`src/rtl/debounce_pkg.sv`:
```
// Shared types for the switch debouncer: FSM state encoding.
// Bit 1 of the encoding is the debounced level, so dout follows state[1].
package debounce_pkg;

   typedef enum logic [1:0] {
      LOW       = 2'b00,
      HIGH_PEND = 2'b01,
      HIGH      = 2'b11,
      LOW_PEND  = 2'b10
   } state_e;

endpackage

```
`src/rtl/sync_chain.sv`:
```
// Multi-flop synchronizer bringing an asynchronous level into the clk domain.
// Latency SYNC_STAGES edges; no backpressure, samples every edge.
module sync_chain #(
   parameter int SYNC_STAGES = 2
) (
   input  logic clk,
   input  logic rst,
   input  logic d,
   output logic q
);

   logic [SYNC_STAGES-1:0] sync_q;

   always_ff @(posedge clk) begin
      if (rst) begin
         sync_q <= '0;
      end else begin
         sync_q <= {sync_q[SYNC_STAGES-2:0], d};
      end
   end

   assign q = sync_q[SYNC_STAGES-1];

endmodule

```
`src/rtl/debounce_sync.sv`:
```
// Synchronizes and debounces a bouncing switch input; emits rise/fall pulses.
// Latency SYNC_STAGES+DEBOUNCE_CYCLES+1 edges from a stable input; no backpressure.
module debounce_sync
   import debounce_pkg::*;
#(
   parameter int SYNC_STAGES     = 2,
   parameter int DEBOUNCE_CYCLES = 16
) (
   input  logic clk,
   input  logic rst,
   input  logic din_raw,
   output logic dout,
   output logic rise,
   output logic fall,
   output logic pending
);

   localparam int              CNT_W    = $clog2(DEBOUNCE_CYCLES + 1);
   localparam logic [CNT_W-1:0] CNT_LAST = CNT_W'(DEBOUNCE_CYCLES - 1);

   logic             s;
   state_e           state_q, state_d;
   logic [CNT_W-1:0] cnt_q, cnt_d;
   logic             dout_q, dout_d;
   logic             rise_q, rise_d;
   logic             fall_q, fall_d;
   logic             pending_q, pending_d;

   sync_chain #(
      .SYNC_STAGES(SYNC_STAGES)
   ) u_sync (
      .clk(clk),
      .rst(rst),
      .d  (din_raw),
      .q  (s)
   );

   always_ff @(posedge clk) begin
      if (rst) begin
         state_q   <= LOW;
         cnt_q     <= '0;
         dout_q    <= 1'b0;
         rise_q    <= 1'b0;
         fall_q    <= 1'b0;
         pending_q <= 1'b0;
      end else begin
         state_q   <= state_d;
         cnt_q     <= cnt_d;
         dout_q    <= dout_d;
         rise_q    <= rise_d;
         fall_q    <= fall_d;
         pending_q <= pending_d;
      end
   end

   // The entry edge is the first qualifying sample; DEBOUNCE_CYCLES more are needed.
   always_comb begin
      state_d = state_q;
      cnt_d   = cnt_q;
      case (state_q)
         LOW: begin
            if (s) begin
               state_d = HIGH_PEND;
               cnt_d   = '0;
            end
         end
         HIGH_PEND: begin
            if (!s) begin
               state_d = LOW;
               cnt_d   = '0;
            end else if (cnt_q == CNT_LAST) begin
               state_d = HIGH;
               cnt_d   = '0;
            end else begin
               cnt_d = cnt_q + CNT_W'(1);
            end
         end
         HIGH: begin
            if (!s) begin
               state_d = LOW_PEND;
               cnt_d   = '0;
            end
         end
         LOW_PEND: begin
            if (s) begin
               state_d = HIGH;
               cnt_d   = '0;
            end else if (cnt_q == CNT_LAST) begin
               state_d = LOW;
               cnt_d   = '0;
            end else begin
               cnt_d = cnt_q + CNT_W'(1);
            end
         end
         default: begin
            state_d = LOW;
            cnt_d   = '0;
         end
      endcase
   end

   // Outputs are decoded from the next state so they register alongside it.
   always_comb begin
      dout_d    = (state_d == HIGH) || (state_d == LOW_PEND);
      pending_d = (state_d == HIGH_PEND) || (state_d == LOW_PEND);
      rise_d    = (state_q == HIGH_PEND) && (state_d == HIGH);
      fall_d    = (state_q == LOW_PEND) && (state_d == LOW);
   end

   assign dout    = dout_q;
   assign rise    = rise_q;
   assign fall    = fall_q;
   assign pending = pending_q;

endmodule

```
`config.mk`:
```
export PLATFORM = sky130hd
export DESIGN_NAME = debounce_sync
export DESIGN_NICKNAME = d
export VERILOG_FILES = /design/src/rtl/debounce_pkg.sv /design/src/rtl/sync_chain.sv /design/src/rtl/debounce_sync.sv
export SDC_FILE = /design/constraint.sdc
export NUM_CORES = 1
export LEC_CHECK = 0
export ABC_AREA = 1
export BUFFER_PORTS_ARGS = -buffer_cell sky130_fd_sc_hd__buf_4
export CELL_PAD_IN_SITES_DETAIL_PLACEMENT = 1
export CELL_PAD_IN_SITES_GLOBAL_PLACEMENT = 2
export CORE_ASPECT_RATIO = 1.25
export CORE_UTILIZATION = 35
export CTS_CLUSTER_DIAMETER = 60
export CTS_CLUSTER_SIZE = 20
export DETAILED_ROUTE_END_ITERATION = 10
export PLACE_DENSITY_LB_ADDON = 0.25
export SETUP_SLACK_MARGIN = 0.02
export SYNTH_ARGS = -nofsm -noshare
export SYNTH_HDL_FRONTEND = slang
export SYNTH_SLANG_ARGS = --single-unit
```
`constraint.sdc`:
```
create_clock -name clk -period 2.8 [get_ports clk]
set_input_delay 0.28 -clock clk [delete_from_list [all_inputs] [get_ports clk]]
set_output_delay 0.28 -clock clk [all_outputs]
set_load 0.01 [all_outputs]
```
==> impl_metrics.ini <==
[outcome]
status = completed

[grt]
grtUsageTotal_pct = 15.6
grt_pass1_wl_mm = 2.70
grt_pass1_vias = 651
antenna_found_initial = 0
grt_remaining_overflow = 0
maximum_number_of_pins_on_one_net_before_global_route_repair = 9

[timing]
finClkSkew_ps = 2.57
crit_share_post_route_pct = 65.9
timing.final.setup_violations = 0
worst-slew-pin-transition_ps = 244
post-route-worst-setup-slack_ps = 953
maxSlewViolCount = 0
rsz0062_at_grt = false
maxSlewHeadroom_pct = 83.7
maxClockFrequency_mhz = 542
report.final.hold_viol_count = 0
setup_tns_ps = 0
finalCriticalPeriod_ps = 1850

[yosys]
ys_warn_count = 0
synth_top_area_cell = dfxtp_1
synth.area.top_cells = dfxtp_1, ha_1, inv_1, nand2_1, nor2_1
synth.distinct_cells = 21
synth_ff_type = dfxtp_1
syn_area_sq_um = 763
synth_nets = 111
yosysSeqAreaShare_pct = 34.1
synthesis.area_per_instance_sq_um = 7.63
yosysTopAreaCellShare_pct = 34.1
ys_top_cells_by_count = inv_1, nand2_1, nor2_1
synth_edf_count = 0
ys_seq_elements = 13
postSynth.asyncResetShare_pct = 0
yosys.cell_count.top_type = inv_1
synthCells = 100

[drt]
detailedRoute.firstIterationViolations = 5
drt_first_pass_iters = 2
drt-wirelength-per-cell_um = 11.7
route.final.wire_length_mm = 1.51
number_of_vias_after_detailed_routing = 640
average_via_count_per_standard_cell = 4.96
post-route-drc-count = 0
drtAntennaViolNets = 0

[setup_path]
worst_setup_path_start_kind = register
end_kind = register
regToRegEndpoint = dout$_SDFF_PP0_
cp_max_fo = 5
path_class = register to register
worstPathArrival_ps = 2020
reg_to_reg_critical_path_startpoint = state_q[0]$_SDFF_PP0_
reg2reg_slack_ps = 950
worst-endpoint-required_ps = 2970
r2r_cells = 12

[cells_and_area]
area_growth_pct = 10.8
layout.filler_cells = 265
layout-drive-gt1-share_pct = 25.7
nets = 121
final_cell_area_excluding_filler_cells_sq_um = 846
stdcell_count = 129
antenna_cells_inserted = 0

[power_and_ir_drop]
power.static_leakage_nw = 0.426
worst_ir_drop_vdd_v = 0.000374
totalPowerFinal_uw = 661
p_per_area_nw_per_um2 = 782

[floorplan]
placementRows = 18
horizontal_extent_of_the_die_um = 43.8
initial_core_util_pct = 38.1
ios = 7
placeableCoreArea_sq_um = 2000
die_y_um = 54.2
die-area_sq_um = 2370

[clocking]
clock_tree.root_cell = clkbuf_4
post-cts-setup-buffer-count = 0
cts_hold_buffers = 0
h-tree-depth = 1
cts_max_path_buffers = 2
clkSinkCount = 13
tritoncts = yes
clkTransAtPathRegs_ps = 90
cts-buffers-inserted = 3
post_cts_resize_count = 0
clock_latency_ps = 270

[hold_path]
worst_hold_path_startpoint = din_raw
worst_hold_path.endpoint = u_sync.sync_q[0]$_SDFF_PP0_
hold_path.class = input pin to register
min_path_cells = 3

[place]
dpl.hpwl_mm = 1.24
placed_cells_incl_taps = 125
routabilityCongestion = 0.781
portBuffers = 6
placement.cell_area_sq_um = 818
dp_worst_setup_slack_ps = 953

[job]
drv.max_cap_violation_count = 0
## routing by layer
layer,vias up,track usage [%],part of all wire [%]
li1,327,-,-
met3,2,2.97,1.6
met5,-,0,0
met2,3,27.4,49
met1,308,18.7,49
met4,0,6.25,0.66
## worst max-delay path, stage by stage (launching register included)
cell and delay (ps):
dfxtp_1 450, inv_1 120, ha_1 240, nor2_1 90, o21ai_1 70, nor2_1 110
nand2_1 90, nand2_2 100, inv_1 50, ha_1 180, inv_1 50, nor2_1 30
o21bai_2 170
## worst max-delay path by stage
stage,from,endpoint,slack [ps],cells after the start
after global placement,state_q[0]$_SDFF_PP0_,dout$_SDFF_PP0_,1000,12
after CTS,state_q[0]$_SDFF_PP0_,dout$_SDFF_PP0_,950,12
after global routing,state_q[0]$_SDFF_PP0_,dout$_SDFF_PP0_,760,12
final,state_q[0]$_SDFF_PP0_,dout$_SDFF_PP0_,950,12
after floorplan,state_q[0]$_SDFF_PP0_,dout$_SDFF_PP0_,1190,12
after detailed placement,state_q[0]$_SDFF_PP0_,dout$_SDFF_PP0_,950,12
## through the flow
step	utilization (%)	hold WS, ps
after floorplan	-	387
after global placement	40.8	390
after detailed placement	40.8	397
after CTS	42.2	204
after global routing	42.2	210
final	42.2	207
## cell families (layout without fill, tap and decap cells)
kind of cell	after synthesis	in the layout	synth area share, %
simple gates	44	44	28.5
buf+inv	21	30	11.8
compound gates	14	14	12.5
flops	13	13	34.1
fa+ha+maj	8	8	13.1
## state kept, by name, indices dropped and copies added, names as in the netlist
name and count:
cnt_q 5, dout 1, fall 1, pending 1, rise 1, state_q 2, u_sync.sync_q 2
## report_power, final
part | switching, mW | total, mW | internal, mW
Clock | 0.0658 | 0.119 | 0.0528
Combinational | 0.198 | 0.311 | 0.113
Sequential | 0.0192 | 0.231 | 0.212
## cells in the final DEF, fill, tap and decap left out, types with 2 or more instances in the layout
master,Yosys,layout
inv_1,17,17
nand2_1,16,16
o21ai_1,3,3
nand2_2,5,5
clkbuf_4,0,3
nand3_1,3,3
dfxtp_1,13,13
a21oi_1,3,3
o21ai_0,3,3
ha_1,8,8
nand3_2,2,2
buf_4,0,6
inv_2,3,3
a21oi_2,2,2
nor2_1,14,14
## area by class of cell
type | instances | area, sq um | area share (%)
clock buffer | 3 | 22.5 | 2.66
sequential | 13 | 260 | 30.8
timing repair buffer | 6 | 45.0 | 5.33
inverter | 20 | 75.1 | 8.88
tap | 20 | 25.0 | 2.96
clock inverter | 1 | 5.00 | 0.592
multi-input combinational | 66 | 413 | 48.8
No activity file was read; power rests on OpenSTA's default activity.
